[src/rtl/led_pattern_gen.sv]
// Multi-channel LED pattern generator: a shared prescaler tick drives per-channel
// OFF / ON / BLINK / ONESHOT patterns programmed through a single write port.
//
// mode     | meaning
// ---------+--------------------------------------------------------------
// OFF      | led held 0, counter frozen
// ON       | led held 1, counter frozen
// BLINK    | led toggles every hp_eff ticks (first rise after hp_eff ticks)
// ONESHOT  | led 1 for hp_eff ticks, then done pulse and fall back to OFF
module led_pattern_gen #(
  parameter int CLK_FREQ_HZ = 100000000,
  parameter int TICK_HZ     = 1000,
  parameter int NUM_CH      = 8,
  parameter int PERIOD_W    = 16,
  localparam int CH_W       = (NUM_CH > 1) ? $clog2(NUM_CH) : 1
) (
  input  logic                clk,
  input  logic                rst_n,
  input  logic                cfg_we,
  input  logic [CH_W-1:0]     cfg_ch,
  input  logic [1:0]          cfg_mode,
  input  logic [PERIOD_W-1:0] cfg_half_period,
  output logic [NUM_CH-1:0]   led,
  output logic [NUM_CH-1:0]   done,
  output logic                tick
);

  localparam int DIV_RAW = (TICK_HZ > 0) ? (CLK_FREQ_HZ / TICK_HZ) : 1;
  localparam int DIV     = (DIV_RAW < 1) ? 1 : DIV_RAW;
  localparam int PS_W    = (DIV > 1) ? $clog2(DIV) : 1;

  typedef enum logic [1:0] {
    MODE_OFF     = 2'd0,
    MODE_ON      = 2'd1,
    MODE_BLINK   = 2'd2,
    MODE_ONESHOT = 2'd3
  } mode_t;

  logic [PS_W-1:0]     presc;
  logic [NUM_CH-1:0]   wr_sel;
  mode_t               mode [NUM_CH];
  logic [PERIOD_W-1:0] hp   [NUM_CH];
  logic [PERIOD_W-1:0] cnt  [NUM_CH];

  // Last count value before a toggle/expiry; a half-period of 0 behaves as 1.
  function automatic logic [PERIOD_W-1:0] last_cnt(input logic [PERIOD_W-1:0] h);
    return (h == '0) ? '0 : h - PERIOD_W'(1);
  endfunction

  always_ff @(posedge clk or negedge rst_n) begin
    if (!rst_n) begin
      presc <= '0;
      tick  <= 1'b0;
    end else begin
      tick <= (presc == PS_W'(DIV - 1));
      if (presc == PS_W'(DIV - 1)) presc <= '0;
      else                         presc <= presc + PS_W'(1);
    end
  end

  always_comb begin
    wr_sel = '0;
    if (cfg_we && (int'(cfg_ch) < NUM_CH)) wr_sel[cfg_ch] = 1'b1;
  end

  // A write to a channel takes priority over a tick arriving in the same cycle.
  always_ff @(posedge clk or negedge rst_n) begin
    if (!rst_n) begin
      for (int i = 0; i < NUM_CH; i++) begin
        mode[i] <= MODE_OFF;
        hp[i]   <= '0;
        cnt[i]  <= '0;
      end
      led  <= '0;
      done <= '0;
    end else begin
      for (int i = 0; i < NUM_CH; i++) begin
        done[i] <= 1'b0;
        if (wr_sel[i]) begin
          mode[i] <= mode_t'(cfg_mode);
          hp[i]   <= cfg_half_period;
          cnt[i]  <= '0;
          led[i]  <= cfg_mode[0];
        end else begin
          case (mode[i])
            MODE_OFF: led[i] <= 1'b0;
            MODE_ON:  led[i] <= 1'b1;
            MODE_BLINK: begin
              if (tick) begin
                if (cnt[i] == last_cnt(hp[i])) begin
                  cnt[i] <= '0;
                  led[i] <= ~led[i];
                end else begin
                  cnt[i] <= cnt[i] + PERIOD_W'(1);
                end
              end
            end
            MODE_ONESHOT: begin
              if (tick) begin
                if (cnt[i] == last_cnt(hp[i])) begin
                  cnt[i]  <= '0;
                  led[i]  <= 1'b0;
                  mode[i] <= MODE_OFF;
                  done[i] <= 1'b1;
                end else begin
                  cnt[i] <= cnt[i] + PERIOD_W'(1);
                end
              end
            end
          endcase
        end
      end
    end
  end

endmodule

[config.mk]
export PLATFORM = sky130hd
export DESIGN_NAME = led_pattern_gen
export DESIGN_NICKNAME = d
export VERILOG_FILES = /design/src/rtl/led_pattern_gen.sv
export SDC_FILE = /design/constraint.sdc
export NUM_CORES = 1
export LEC_CHECK = 0
export BUFFER_PORTS_ARGS = -buffer_cell sky130_fd_sc_hd__clkbuf_2
export CORE_AREA = 4 4 204 206
export CTS_BUF_LIST = sky130_fd_sc_hd__clkbuf_4 sky130_fd_sc_hd__clkbuf_8
export DETAILED_ROUTE_END_ITERATION = 10
export DIE_AREA = 0 0 208 210
export PLACE_DENSITY = 0.69
export RECOVER_POWER = 25
export SYNTH_ARGS = -nofsm -noshare
export SYNTH_HDL_FRONTEND = slang
export SYNTH_SLANG_ARGS = --single-unit
[constraint.sdc]
create_clock -name clk -period 4.4 [get_ports clk]
set_clock_uncertainty 0.15 [all_clocks]
set_input_delay 0.88 -clock clk [delete_from_list [all_inputs] [get_ports clk]]
set_output_delay 0.88 -clock clk [all_outputs]
set_load 0.005 [all_outputs]
==> reports/metrics.yaml <==
status:
  status: "finished, violations left"
  violations: "max-capacitance violations, max-slew violations"
clock_network:
  cts.sinks: 306
  ctsHoldBuffers: 0
  cts_buffer_depth: 3
  cts_tree: "built"
  h-tree-depth: 2
  cts_root_buf: "clkbuf_8"
  clk_pin_slew_ns: 0.06
  clk_latency_ns: 0.66
  post_cts_buffers: 0
  cts_made_buffers: 56
power_and_ir_drop:
  netSwitchingFraction: 0.338
  p_seq_frac: 0.402
  leakagePower_uw: 0.00980
  worst_ir_drop_vdd_uv: 312
  power_switching_uw: 3020
  power_uw: 8950
  power_frac_clock: 0.349
  pwr-share-comb: 0.249
  internal_power_uw: 5920
  power_density_nw_per_um2: 400
critical_path:
  required_ns: 4.77
  worst-r2r-setup-slack_ns: 0.33
  startpoint_type: "register"
  crit_path_start: "hp[64]"
  rr_endpoint: "led[3]"
  cp_max_fo: 9
  r2r_start: "hp[64]"
  cpLargestDelayFamily: "simple AND/OR/NAND/NOR gates"
  crit_type: "register to register"
  critPathCapture: "led[3]"
  cp.depth: 11
  end_kind: "register"
  reg2regPathDepth: 11
  arrival_ns: 4.44
  worstPathCellList: "inv_1 -> ha_1 -> or3b_1 -> or4_4 -> nor3_4 -> mux2i_1 -> a2111o_1 -> nor4_1 -> nand3_1 -> o221a_2 -> mux2_4"
  crit_slowest_cell: "nor4_1"
  critPathMaxStageDelay_ns: 0.57
  critPathBufInv: 1
timing:
  grt_setup_unrepaired: "no"
  period_share: 0.925
  clock.fmax_mhz: 246
  setup_ws_ns: 0.332
  finalMaxSlewViolations: 95
  tightestPinTransition_ns: 2.55
  setup_viol: 0
  finalHoldViolCount: 0
  tns_ns: 0
  period_minus_slack_ns: 4.07
  slew_headroom: -0.698
yosys:
  ys_seq_area_frac: 0.373
  synthesis.area_sq_um: 20500
  ys_ff_latch: 306
  ys_types: 91
  yosys_warnings: 0
  synth_edf_count: 0
  avgSynthCellArea_sq_um: 8.20
  yosys_most_used_dff: "dfrtp_1"
  synthArstFlopShare: 1.00
  syn_inst: 2500
  synth_nets: 2565
routing:
  wl_per_cell_um: 18.2
  routed.top_layer: "met4"
  vias_per_cell: 6.04
  post-route-drc-count: 0
  route.met2.wl_mm: 25.3
  ant_nets: 0
  m1WireLength_mm: 25.1
  drt_iter0_drc: 1557
  dr.pass1.iters: 6
  met3_length_mm: 3.14
  wl_mm: 55.2
  num_vias: 18400
place:
  dpl_worst_slack_ns: 0.397
  io_buffers: 40
  dpl_cell_area_sq_um: 21100
  place_congestion: 0.940
  place.detailed.hpwl_mm: 38.8
  placed_cells: 2941
die:
  fp.coreArea_sq_um: 39600
  rows: 73
  die_w_um: 208
  initial_core_util: 0.517
  die-area_sq_um: 43700
  io_pins: 41
  dieHeight_um: 210
layout:
  final_cells: 3043
  fin_area_sq_um: 22400
  final_common_cell: "nand2_1"
  nFillCells: 3638
  multi_input_area_sq_um: 12000
  drive_above_1_share: 0.0985
  ff_latch_area_sq_um: 7660
  nets: 2539
  final_cell_mix: "460 x nand2_1, 306 x dfrtp_1, 222 x nor2_1, 112 x o21ai_0, 98 x xnor2_1"
  area_delta_synth_final_pct: 9.01
global_route:
  track_usage: 0.248
  grt_overflow: 0
  antenna_found_initial: 1
  grt_pass1_vias: 17500
  grt_pass1_wl_mm: 91.0
  grt_max_degree: 97
min_path:
  hold_class: "register to register"
job:
  cap_violations: 1
[cells in the mapped netlist (12+ instances only)]
library cell / instances / share of area
nand4_1: 60 / 0.018
or4_1: 41 / 0.015
a31oi_1: 16 / 0.0049
xor2_1: 87 / 0.037
o21a_1: 12 / 0.0044
clkbuf_1: 136 / 0.025
dfrtp_1: 306 / 0.37
nor2_1: 222 / 0.041
nor3b_1: 16 / 0.0059
nand3_1: 89 / 0.022
ha_1: 41 / 0.025
inv_1: 73 / 0.013
nand3b_1: 18 / 0.0066
nor4_1: 61 / 0.019
a211oi_1: 21 / 0.0077
mux2_2: 23 / 0.013
or2_2: 15 / 0.0046
and2_1: 15 / 0.0046
nand2b_1: 22 / 0.0067
xnor2_1: 98 / 0.042
o31ai_1: 25 / 0.0092
nor3_1: 72 / 0.018
and3_1: 56 / 0.017
a21oi_1: 67 / 0.016
o22ai_1: 15 / 0.0046
nand2_1: 460 / 0.084
a21o_1: 18 / 0.0066
o21ai_0: 112 / 0.027
or3_1: 40 / 0.012
mux2i_1: 27 / 0.013
nor2b_1: 22 / 0.0067
[registers in the layout, summed over array words and instances, names as in the netlist]
| name | cells |
|---|---|
| cnt | 128 |
| done | 8 |
| hp | 128 |
| led | 8 |
| mode | 16 |
| presc | 17 |
| tick | 1 |
[area by class of cell]
cell class              count  area share
multi-input cells        1961       0.535
inverters                  74      0.0124
repair buffers             75      0.0218
clock buffers              89      0.0523
diodes                      1    0.000112
well taps                 525      0.0294
flip-flops and latches    306       0.343
clock inverters            12     0.00627
[per-layer routing]
metal / GRT usage / vias up
met2: 0.399 / 482
li1: - / 8837
met1: 0.344 / 8959
met4: 0.0838 / 0
met5: 0 / -
met3: 0.0429 / 109
[through the flow]
| step | utilization | hold slack, ns |
|---|---|---|
| after floorplan | - | 0.288 |
| after global routing | 0.564 | 0.317 |
| after CTS | 0.564 | 0.127 |
| final | 0.564 | 0.318 |
| after global placement | 0.531 | 0.305 |
| after detailed placement | 0.531 | 0.309 |
[kinds of logic after synthesis]
family | after synthesis | share of synthesized area
muxes | 51 | 0.0265
buffers and inverters | 233 | 0.0444
and+or+nand+nor | 1269 | 0.311
xor gates and xnor gates | 190 | 0.0846
DFF | 306 | 0.373
adders and majority gates | 41 | 0.0250
AOI/OAI and AO/OA | 410 | 0.135
[worst min path at each step]
stage                     depth (start not counted)        start  endpoint  slack (ns)
after floorplan                                   1     presc[4]  presc[4]        0.29
after CTS                                         1        rst_n   cnt[51]        0.13
after global placement                            1     presc[4]  presc[4]        0.30
final                                             1     presc[4]  presc[4]        0.32
after global routing                              3  cfg_mode[1]  mode[13]        0.32
after detailed placement                          1     presc[4]  presc[4]        0.31
[power by group through the flow]
stage          Clock (uW)  Sequential (uW)  Combinational [uW]
6_report             3120             3600                2230
5_1_grt              3320             3660                2500
4_1_cts              3200             3590                2210
3_5_place_dp            0             3640                2200
3_3_place_gp            0             3610                2140
2_1_floorplan           0             3400                1840
[repair_timing]
action                                  in CTS  in global routing
resized for setup                            0                  1
endpoints found under the setup margin       0                  2
hold endpoints to repair                     0                  0
Note: power is estimated with default switching activity, not from simulation.
